<file path="src/rtl/adc_ltc2308_pkg.sv">
// Shared types, constants and helpers for the LTC2308 round-robin scanner.
// Holds the FSM state enum, the command-word builder and the channel-mask helpers.
package adc_ltc2308_pkg;

    localparam int DATA_BITS = 12;
    localparam int CMD_BITS  = 6;
    localparam int NUM_CH    = 8;

    typedef enum logic [2:0] {
        ST_IDLE,
        ST_CONVST,
        ST_CONV,
        ST_XFER,
        ST_ACQ
    } state_e;

    // Command bits: S/D=1 (single-ended), O/S, S1, S0, UNI, SLP=0
    function automatic logic [CMD_BITS-1:0] build_cmd(logic [2:0] ch, logic uni);
        return {1'b1, ch[0], ch[2:1], uni, 1'b0};
    endfunction

    function automatic logic [NUM_CH-1:0] eff_mask(logic [NUM_CH-1:0] mask);
        return (mask == '0) ? 8'h01 : mask;
    endfunction

    function automatic logic [2:0] lowest_ch(logic [NUM_CH-1:0] mask);
        logic [2:0] r;
        r = 3'd0;
        for (int i = NUM_CH - 1; i >= 0; i--) begin
            if (mask[i]) r = 3'(i);
        end
        return r;
    endfunction

    function automatic logic [2:0] highest_ch(logic [NUM_CH-1:0] mask);
        logic [2:0] r;
        r = 3'd0;
        for (int i = 0; i < NUM_CH; i++) begin
            if (mask[i]) r = 3'(i);
        end
        return r;
    endfunction

    // Smallest set channel above ch, wrapping to the lowest set channel
    function automatic logic [2:0] next_ch(logic [NUM_CH-1:0] mask, logic [2:0] ch);
        logic [2:0] r;
        r = lowest_ch(mask);
        for (int i = NUM_CH - 1; i >= 0; i--) begin
            if (mask[i] && (i > int'(ch))) r = 3'(i);
        end
        return r;
    endfunction

endpackage

</file>
<file path="src/rtl/adc_ltc2308_scan_if.sv">
// Bundle of the scanner's sample stream, enable and LTC2308 pins.
// master = scanner side, slave = consumer/ADC side.
interface adc_ltc2308_scan_if;
    logic        enable;
    logic        sample_valid;
    logic [2:0]  sample_ch;
    logic [11:0] sample_data;
    logic        scan_done;
    logic        ADC_CONVST;
    logic        ADC_SCK;
    logic        ADC_SDI;
    logic        ADC_SDO;

    modport master (
        input  enable, ADC_SDO,
        output sample_valid, sample_ch, sample_data, scan_done,
        output ADC_CONVST, ADC_SCK, ADC_SDI
    );

    modport slave (
        output enable, ADC_SDO,
        input  sample_valid, sample_ch, sample_data, scan_done,
        input  ADC_CONVST, ADC_SCK, ADC_SDI
    );
endinterface

</file>
<file path="src/rtl/adc_ltc2308_sclk_gen.sv">
// Registered SCK divider: toggles every CLK_DIV clocks while run is high, idles low,
// and provides rise/fall strobes one clock ahead of the pin edge plus a rise count.
module adc_ltc2308_sclk_gen
    import adc_ltc2308_pkg::*;
#(
    parameter int unsigned CLK_DIV = 2
) (
    input  logic       clk,
    input  logic       reset_n,
    input  logic       run,
    output logic       sck,
    output logic       sck_rise,
    output logic       sck_fall,
    output logic       sck_done,
    output logic [3:0] bit_cnt
);

    logic [7:0] div_q, div_d;
    logic       sck_q, sck_d;
    logic [3:0] bit_q, bit_d;
    logic       toggle;

    always_comb begin
        toggle   = run && (div_q == 8'(CLK_DIV - 1));
        sck_rise = toggle && !sck_q;
        sck_fall = toggle && sck_q;
        sck_done = sck_fall && (bit_q == 4'(DATA_BITS));
        div_d    = '0;
        sck_d    = 1'b0;
        bit_d    = '0;
        if (run) begin
            div_d = toggle ? 8'd0 : div_q + 8'd1;
            sck_d = sck_q ^ toggle;
            bit_d = bit_q + {3'b000, sck_rise};
        end
    end

    always_ff @(posedge clk or negedge reset_n) begin
        if (!reset_n) begin
            div_q <= '0;
            sck_q <= 1'b0;
            bit_q <= '0;
        end else begin
            div_q <= div_d;
            sck_q <= sck_d;
            bit_q <= bit_d;
        end
    end

    assign sck     = sck_q;
    assign bit_cnt = bit_q;

endmodule

</file>
<file path="src/rtl/adc_ltc2308_scan.sv">
// LTC2308 round-robin channel scanner with one-frame command pipelining.
// Optional ADC_SCAN_AVG_EN: four conversions per channel averaged into one sample.
module adc_ltc2308_scan
    import adc_ltc2308_pkg::*;
#(
    parameter int unsigned CLK_DIV  = 2,
    parameter int unsigned T_CONV   = 64,
    parameter int unsigned T_ACQ    = 12,
    parameter logic [7:0]  CH_MASK  = 8'hFF,
    parameter bit          UNIPOLAR = 1'b1
) (
    input  logic clk,
    input  logic reset_n,
    adc_ltc2308_scan_if.master bus
);

    localparam logic [7:0] MASK     = eff_mask(CH_MASK);
    localparam logic [2:0] FIRST_CH = lowest_ch(MASK);
    localparam logic [2:0] LAST_CH  = highest_ch(MASK);

    state_e      state_q, state_d;
    logic [15:0] cnt_q, cnt_d;
    logic [2:0]  ch_q, ch_d, pend_ch_q, pend_ch_d, samp_ch_q, samp_ch_d;
    logic        pend_vld_q, pend_vld_d;
    logic [11:0] shift_q, shift_d, samp_data_q, samp_data_d;
    logic        convst_q, convst_d, sdi_q, sdi_d;
    logic        valid_q, valid_d, done_q, done_d;
    logic        sck, sck_rise, sck_fall, sck_done;
    logic [3:0]  bit_cnt;
    logic [5:0]  cmd;
    logic [11:0] captured, result;
    logic        retire;
`ifdef ADC_SCAN_AVG_EN
    logic [1:0]  rep_q, rep_d, pend_rep_q, pend_rep_d;
    logic [13:0] acc_q, acc_d, sum;
`endif

    adc_ltc2308_sclk_gen #(.CLK_DIV(CLK_DIV)) u_sclk (
        .clk      (clk),
        .reset_n  (reset_n),
        .run      (state_q == ST_XFER),
        .sck      (sck),
        .sck_rise (sck_rise),
        .sck_fall (sck_fall),
        .sck_done (sck_done),
        .bit_cnt  (bit_cnt)
    );

    always_comb begin
        cmd         = build_cmd(ch_q, UNIPOLAR);
        captured    = {shift_q[10:0], bus.ADC_SDO};
        state_d     = state_q;
        cnt_d       = cnt_q + 16'd1;
        ch_d        = ch_q;
        pend_ch_d   = pend_ch_q;
        pend_vld_d  = pend_vld_q;
        shift_d     = shift_q;
        sdi_d       = 1'b0;
        valid_d     = 1'b0;
        done_d      = 1'b0;
        samp_ch_d   = samp_ch_q;
        samp_data_d = samp_data_q;
        retire      = 1'b0;
        result      = captured;
`ifdef ADC_SCAN_AVG_EN
        rep_d       = rep_q;
        pend_rep_d  = pend_rep_q;
        acc_d       = acc_q;
        sum         = ((pend_rep_q == 2'd0) ? 14'd0 : acc_q) + {2'b00, captured};
        result      = sum[13:2];
`endif
        case (state_q)
            ST_IDLE: begin
                cnt_d = '0;
                if (bus.enable) state_d = ST_CONVST;
            end
            ST_CONVST: if (cnt_q == 16'd1) begin
                state_d = ST_CONV;
                cnt_d   = '0;
            end
            ST_CONV: if (cnt_q == 16'(T_CONV - 1)) begin
                state_d = ST_XFER;
                cnt_d   = '0;
                sdi_d   = cmd[5];
            end
            ST_XFER: begin
                cnt_d = '0;
                sdi_d = sdi_q;
                if (sck_fall)
                    sdi_d = (bit_cnt < 4'(CMD_BITS)) ? cmd[3'(4'd5 - bit_cnt)] : 1'b0;
                if (sck_rise) shift_d = captured;
                // The 12th rising edge completes the word converted under last frame's command
                if (sck_rise && (bit_cnt == 4'(DATA_BITS - 1)) && pend_vld_q) begin
`ifdef ADC_SCAN_AVG_EN
                    acc_d  = sum;
                    retire = (pend_rep_q == 2'd3);
`else
                    retire = 1'b1;
`endif
                end
                if (sck_done) begin
                    state_d    = ST_ACQ;
                    pend_ch_d  = ch_q;
                    pend_vld_d = 1'b1;
`ifdef ADC_SCAN_AVG_EN
                    pend_rep_d = rep_q;
                    rep_d      = rep_q + 2'd1;
                    if (rep_q == 2'd3) ch_d = next_ch(MASK, ch_q);
`else
                    ch_d       = next_ch(MASK, ch_q);
`endif
                end
            end
            ST_ACQ: if (cnt_q == 16'(T_ACQ - 1)) begin
                cnt_d = '0;
                if (bus.enable) begin
                    state_d = ST_CONVST;
                end else begin
                    state_d    = ST_IDLE;
                    ch_d       = FIRST_CH;
                    pend_vld_d = 1'b0;
`ifdef ADC_SCAN_AVG_EN
                    rep_d      = 2'd0;
`endif
                end
            end
            default: state_d = ST_IDLE;
        endcase
        if (retire) begin
            valid_d     = 1'b1;
            samp_ch_d   = pend_ch_q;
            samp_data_d = result;
            done_d      = (pend_ch_q == LAST_CH);
        end
        convst_d = (state_d == ST_CONVST);
    end

    always_ff @(posedge clk or negedge reset_n) begin
        if (!reset_n) begin
            state_q     <= ST_IDLE;
            cnt_q       <= '0;
            ch_q        <= FIRST_CH;
            pend_ch_q   <= FIRST_CH;
            pend_vld_q  <= 1'b0;
            shift_q     <= '0;
            convst_q    <= 1'b0;
            sdi_q       <= 1'b0;
            valid_q     <= 1'b0;
            done_q      <= 1'b0;
            samp_ch_q   <= '0;
            samp_data_q <= '0;
`ifdef ADC_SCAN_AVG_EN
            rep_q       <= '0;
            pend_rep_q  <= '0;
            acc_q       <= '0;
`endif
        end else begin
            state_q     <= state_d;
            cnt_q       <= cnt_d;
            ch_q        <= ch_d;
            pend_ch_q   <= pend_ch_d;
            pend_vld_q  <= pend_vld_d;
            shift_q     <= shift_d;
            convst_q    <= convst_d;
            sdi_q       <= sdi_d;
            valid_q     <= valid_d;
            done_q      <= done_d;
            samp_ch_q   <= samp_ch_d;
            samp_data_q <= samp_data_d;
`ifdef ADC_SCAN_AVG_EN
            rep_q       <= rep_d;
            pend_rep_q  <= pend_rep_d;
            acc_q       <= acc_d;
`endif
        end
    end

    assign bus.ADC_CONVST   = convst_q;
    assign bus.ADC_SCK      = sck;
    assign bus.ADC_SDI      = sdi_q;
    assign bus.sample_valid = valid_q;
    assign bus.sample_ch    = samp_ch_q;
    assign bus.sample_data  = samp_data_q;
    assign bus.scan_done    = done_q;

endmodule

</file>
<file path="src/flat_wrapper.sv">
// flat-port wrapper written by rule: the top's interface ports become plain ports
module adc_ltc2308_scan_flat import adc_ltc2308_pkg::*;
#(
    parameter int unsigned CLK_DIV  = 2,
    parameter int unsigned T_CONV   = 64,
    parameter int unsigned T_ACQ    = 12,
    parameter logic [7:0]  CH_MASK  = 8'hFF,
    parameter bit          UNIPOLAR = 1'b1
)
  (clk, reset_n, bus_enable, bus_ADC_SDO, bus_sample_valid, bus_sample_ch, bus_sample_data, bus_scan_done, bus_ADC_CONVST, bus_ADC_SCK, bus_ADC_SDI);
  adc_ltc2308_scan_if bus_i ();
  input  logic clk;
  input  logic reset_n;
  input wire logic [$bits(bus_i.enable)-1:0] bus_enable;
  input wire logic [$bits(bus_i.ADC_SDO)-1:0] bus_ADC_SDO;
  output wire logic [$bits(bus_i.sample_valid)-1:0] bus_sample_valid;
  output wire logic [$bits(bus_i.sample_ch)-1:0] bus_sample_ch;
  output wire logic [$bits(bus_i.sample_data)-1:0] bus_sample_data;
  output wire logic [$bits(bus_i.scan_done)-1:0] bus_scan_done;
  output wire logic [$bits(bus_i.ADC_CONVST)-1:0] bus_ADC_CONVST;
  output wire logic [$bits(bus_i.ADC_SCK)-1:0] bus_ADC_SCK;
  output wire logic [$bits(bus_i.ADC_SDI)-1:0] bus_ADC_SDI;
  assign bus_i.enable = bus_enable;
  assign bus_i.ADC_SDO = bus_ADC_SDO;
  assign bus_sample_valid = bus_i.sample_valid;
  assign bus_sample_ch = bus_i.sample_ch;
  assign bus_sample_data = bus_i.sample_data;
  assign bus_scan_done = bus_i.scan_done;
  assign bus_ADC_CONVST = bus_i.ADC_CONVST;
  assign bus_ADC_SCK = bus_i.ADC_SCK;
  assign bus_ADC_SDI = bus_i.ADC_SDI;
  adc_ltc2308_scan #(.CLK_DIV(CLK_DIV), .T_CONV(T_CONV), .T_ACQ(T_ACQ), .CH_MASK(CH_MASK), .UNIPOLAR(UNIPOLAR)) u_core (.clk(clk), .reset_n(reset_n), .bus(bus_i));
endmodule
</file>
<file path="config.mk">
export PLATFORM = sky130hd
export DESIGN_NAME = adc_ltc2308_scan_flat
export DESIGN_NICKNAME = d
export VERILOG_FILES = /design/src/rtl/adc_ltc2308_pkg.sv /design/src/rtl/adc_ltc2308_scan_if.sv /design/src/rtl/adc_ltc2308_sclk_gen.sv /design/src/rtl/adc_ltc2308_scan.sv /design/src/flat_wrapper.sv
export SDC_FILE = /design/constraint.sdc
export NUM_CORES = 1
export LEC_CHECK = 0
export ABC_AREA = 0
export ABC_CLOCK_PERIOD_IN_PS = 2750
export CAP_MARGIN = 15
export CELL_PAD_IN_SITES_DETAIL_PLACEMENT = 0
export CELL_PAD_IN_SITES_GLOBAL_PLACEMENT = 1
export CORE_ASPECT_RATIO = 0.8
export CORE_MARGIN = 2
export CORE_UTILIZATION = 43
export DETAILED_ROUTE_END_ITERATION = 7
export PLACE_DENSITY_LB_ADDON = 0.1
export SYNTH_ARGS = -nofsm -noshare
export SYNTH_HDL_FRONTEND = slang
export SYNTH_SLANG_ARGS = --single-unit
</file>
<file path="constraint.sdc">
create_clock -name clk -period 2.75 [get_ports clk]
set_input_delay 0.4125 -clock clk [delete_from_list [all_inputs] [get_ports clk]]
set_output_delay 0.4125 -clock clk [all_outputs]
set_load 0.005 [all_outputs]
</file>
==> flow_summary_export.csv <==
group,metric,value,unit
logic_synthesis,synth_top_area_share,53.2,%
logic_synthesis,ys_ff_latch,69,
sta,hold_viol,0,
routing,first_pass_iters,4,
die,fp-row-count,28,
clocking,cts_resized,0,
sta,finalSetupViolCount,0,
logic_synthesis,async_reset_ff_share,100,%
logic_synthesis,syn_inst,282,
grt,grt_pass1_vias,2051,
routing,vias,2179,
power_and_ir_drop,vdd_ir_drop_max,285,uV
logic_synthesis,ys.flop_type,"dfrtp_1",
finish,nets,324,
die,initial_utilization,44.1,%
grt,grt_usage,16.5,%
routing,viasPerCell,5.37,
power_and_ir_drop,p_leak,1.73,nW
routing,drc_errors,0,
clocking,hold_buffers,0,
grt,grt_use_met1,26.2,%
setup_path,required,2.94,ns
die,coreArea,0.00736,mm2
logic_synthesis,synth_commonest_cells,"dfrtp_1, a21oi_1, mux2_2",
setup_path,path_class,"flop to flop",
finish,area_growth,17.0,%
routing,ant_nets,0,
logic_synthesis,ys_seq_area_share,53.2,%
finish,drive_gt1_share,17.7,%
setup_path,cp-start-kind,"flop",
logic_synthesis,netlist_area,0.00325,mm2
die,die_x,101,um
clocking,postCtsSetupBuffers,0,
logic_synthesis,synth.area.top_cells,"dfrtp_1, mux2_2, mux2_4",
sta,fin_setup_tns,0,ns
sta,finClkSkew,0.00759,ns
sta,relSlewSlack,62.8,%
finish,fill_cells,673,
placed_design,io_buffers,23,
logic_synthesis,syn_nets,295,
hold_path,min_path_type,"primary input to async pin",
power_and_ir_drop,powerDensity,681,mW/mm2
clocking,numClockSinks,69,
placed_design,gp_congestion,0.806,
sta,tightest_slew,0.551,ns
routing,wirelength,6070,um
die,ios,24,
logic_synthesis,synth_most_common_cell,"dfrtp_1",
grt,grt_max_degree,49,
clocking,insertion_delay,0.33,ns
grt,met2_usage,21.5,%
run_status,status,"complete, no violations",
setup_path,critPathMaxFanout,8,
clocking,cts-root-buf,"clkbuf_8",
routing,drtIter0Drc,113,
sta,setup_ws,0.335,ns
clocking,cts_buffer_depth,2,
clocking,cts.reportedPaths.clkPinSlew,0.08,ns
die,dieArea,0.00827,mm2
clocking,cts_tree,"done",
grt,met3_usage,4.68,%
clocking,h-tree-depth,3,
sta,fmax,414,MHz
finish,antenna_cells,0,
logic_synthesis,syn_avg_cell_area,11.5,um2
placed_design,place_ws,0.333,ns
sta,fin_crit,2.42,ns
sta,rsz0062_at_grt,"no",
finish,final_core_util,51.6,%
logic_synthesis,ys_types,42,
clocking,cts_buffers,9,
grt,grt_pass1_wl,10500,um
placed_design,dp_hpwl,4360,um
grt,grt_busiest_layer,"met1",
grt,grt_antenna_before_repair,0,
logic_synthesis,yosysTopAreaCell,"dfrtp_1",
power_and_ir_drop,power,0.00259,W
flow_run,maxCapViolCount,0,
logic_synthesis,synth-edff-count,0,
sta,slew_viol_final,0,
sta,timing.final.crit_share,87.8,%
grt,grt_remaining_overflow,0,
die,die-height,81.7,um
sta,whs,0.0533,ns
setup_path,end_kind,"flop",
logic_synthesis,yosys_warnings,0,
setup_path,crit_arrival,2.61,ns
routing,wl_per_cell,15.0,um
-- flip-flops by register name, summed over array words and instances (netlist names), 3 cells and up --
signal,flops
u_core.pend_ch_q,3
u_core.cnt_q,16
u_core.bus.sample_ch,3
u_core.u_sclk.bit_cnt,4
u_core.u_sclk.div_q,8
u_core.shift_q,11
u_core.bus.sample_data,12
u_core.ch_q,3
u_core.state_q,3
-- layer usage --
metal / vias to the layer above / part of all wire [%]
met4: 0 / 0.76
met1: 1061 / 57
met5: - / 0
li1: 1077 / -
met2: 36 / 38
met3: 5 / 4.1
-- critical path, stage by stage, from the launching register on --
cell      delay (ns)
dfrtp_1         0.42
inv_1           0.07
ha_1            0.12
nor4b_1         0.21
nand2_1         0.11
nor2_1          0.14
ha_1            0.22
nand4b_1        0.19
or3_1           0.47
o41ai_1         0.16
a31oi_1         0.15
-- power by group --
| group | switching (W) | leakage, nW | internal (W) |
|---|---|---|---|
| clock network | 0.000382 | 0.106 | 0.000537 |
| logic | 0.000259 | 0.698 | 0.000203 |
| registers | 0.000107 | 0.926 | 0.00110 |
| total | 0.000748 | 1.73 | 0.00184 |
-- cells by family after synthesis --
group                    synth area share, %
AO/OA/AOI/OAI                           8.21
XOR/XNOR                                5.40
adder cells (fa/ha/maj)                 3.47
buffers and inverters                   3.08
flip-flops                              53.2
multiplexers                            9.94
AND/OR/NAND/NOR                         16.7
-- cell type report --
class	count	area (um2)	area share (%)
multi-input combinational	194	1420	37.4
clock inverter	5	83.8	2.21
tap	90	113	2.97
sequential	69	1730	45.5
clock buffer	11	141	3.72
inverter	8	30.0	0.791
timing repair buffer	29	283	7.45
-- final timing paths --
check	from	end	slack (ns)	depth (start not counted)
min	reset_n	u_core.cnt_q[13]$_DFF_PN0_	0.05	1
min reg2reg	u_core.shift_q[10]$_DFFE_PN0P_	u_core.bus.sample_data[11]$_DFFE_PN0P_	0.51	1
max	u_core.u_sclk.div_q[1]$_DFF_PN0_	u_core.ch_q[1]$_DFFE_PN0P_	0.33	10
min in group clk	u_core.shift_q[10]$_DFFE_PN0P_	u_core.bus.sample_data[11]$_DFFE_PN0P_	0.51	1
max reg2reg	u_core.u_sclk.div_q[1]$_DFF_PN0_	u_core.ch_q[1]$_DFFE_PN0P_	0.33	10
max in group asynchronous	reset_n	u_core.u_sclk.sck$_DFF_PN0_	2.06	2
-- cell usage in the layout, fill, tap and decap left out, drive strengths merged, types with 3 or more instances in the layout --
| cell type | Yosys | final |
|---|---|---|
| o41ai | 3 | 3 |
| mux2 | 26 | 26 |
| clkbuf | 3 | 11 |
| inv | 8 | 8 |
| nor3 | 5 | 5 |
| or3 | 6 | 6 |
| xor2 | 12 | 12 |
| o21ai | 11 | 11 |
| dfrtp | 69 | 69 |
| buf | 8 | 7 |
| nand3 | 18 | 18 |
| and3 | 5 | 5 |
| xnor2 | 8 | 8 |
| nand2 | 17 | 17 |
| nor2 | 17 | 17 |
| nand4 | 7 | 7 |
| and4 | 3 | 3 |
| nor4 | 5 | 5 |
| a21oi | 20 | 20 |
| ha | 9 | 9 |
| clkdlybuf4s50 | 0 | 22 |
| and2 | 3 | 3 |
-- per-stage QoR --
step | cell area, um2 | instances
4_1_cts | 3800 | 406
3_5_place_dp | 3570 | 390
5_1_grt | 3800 | 406
2_1_floorplan | 3250 | 282
6_report | 3800 | 406
3_3_place_gp | 3570 | 390
(Power assumes the default switching activity.)
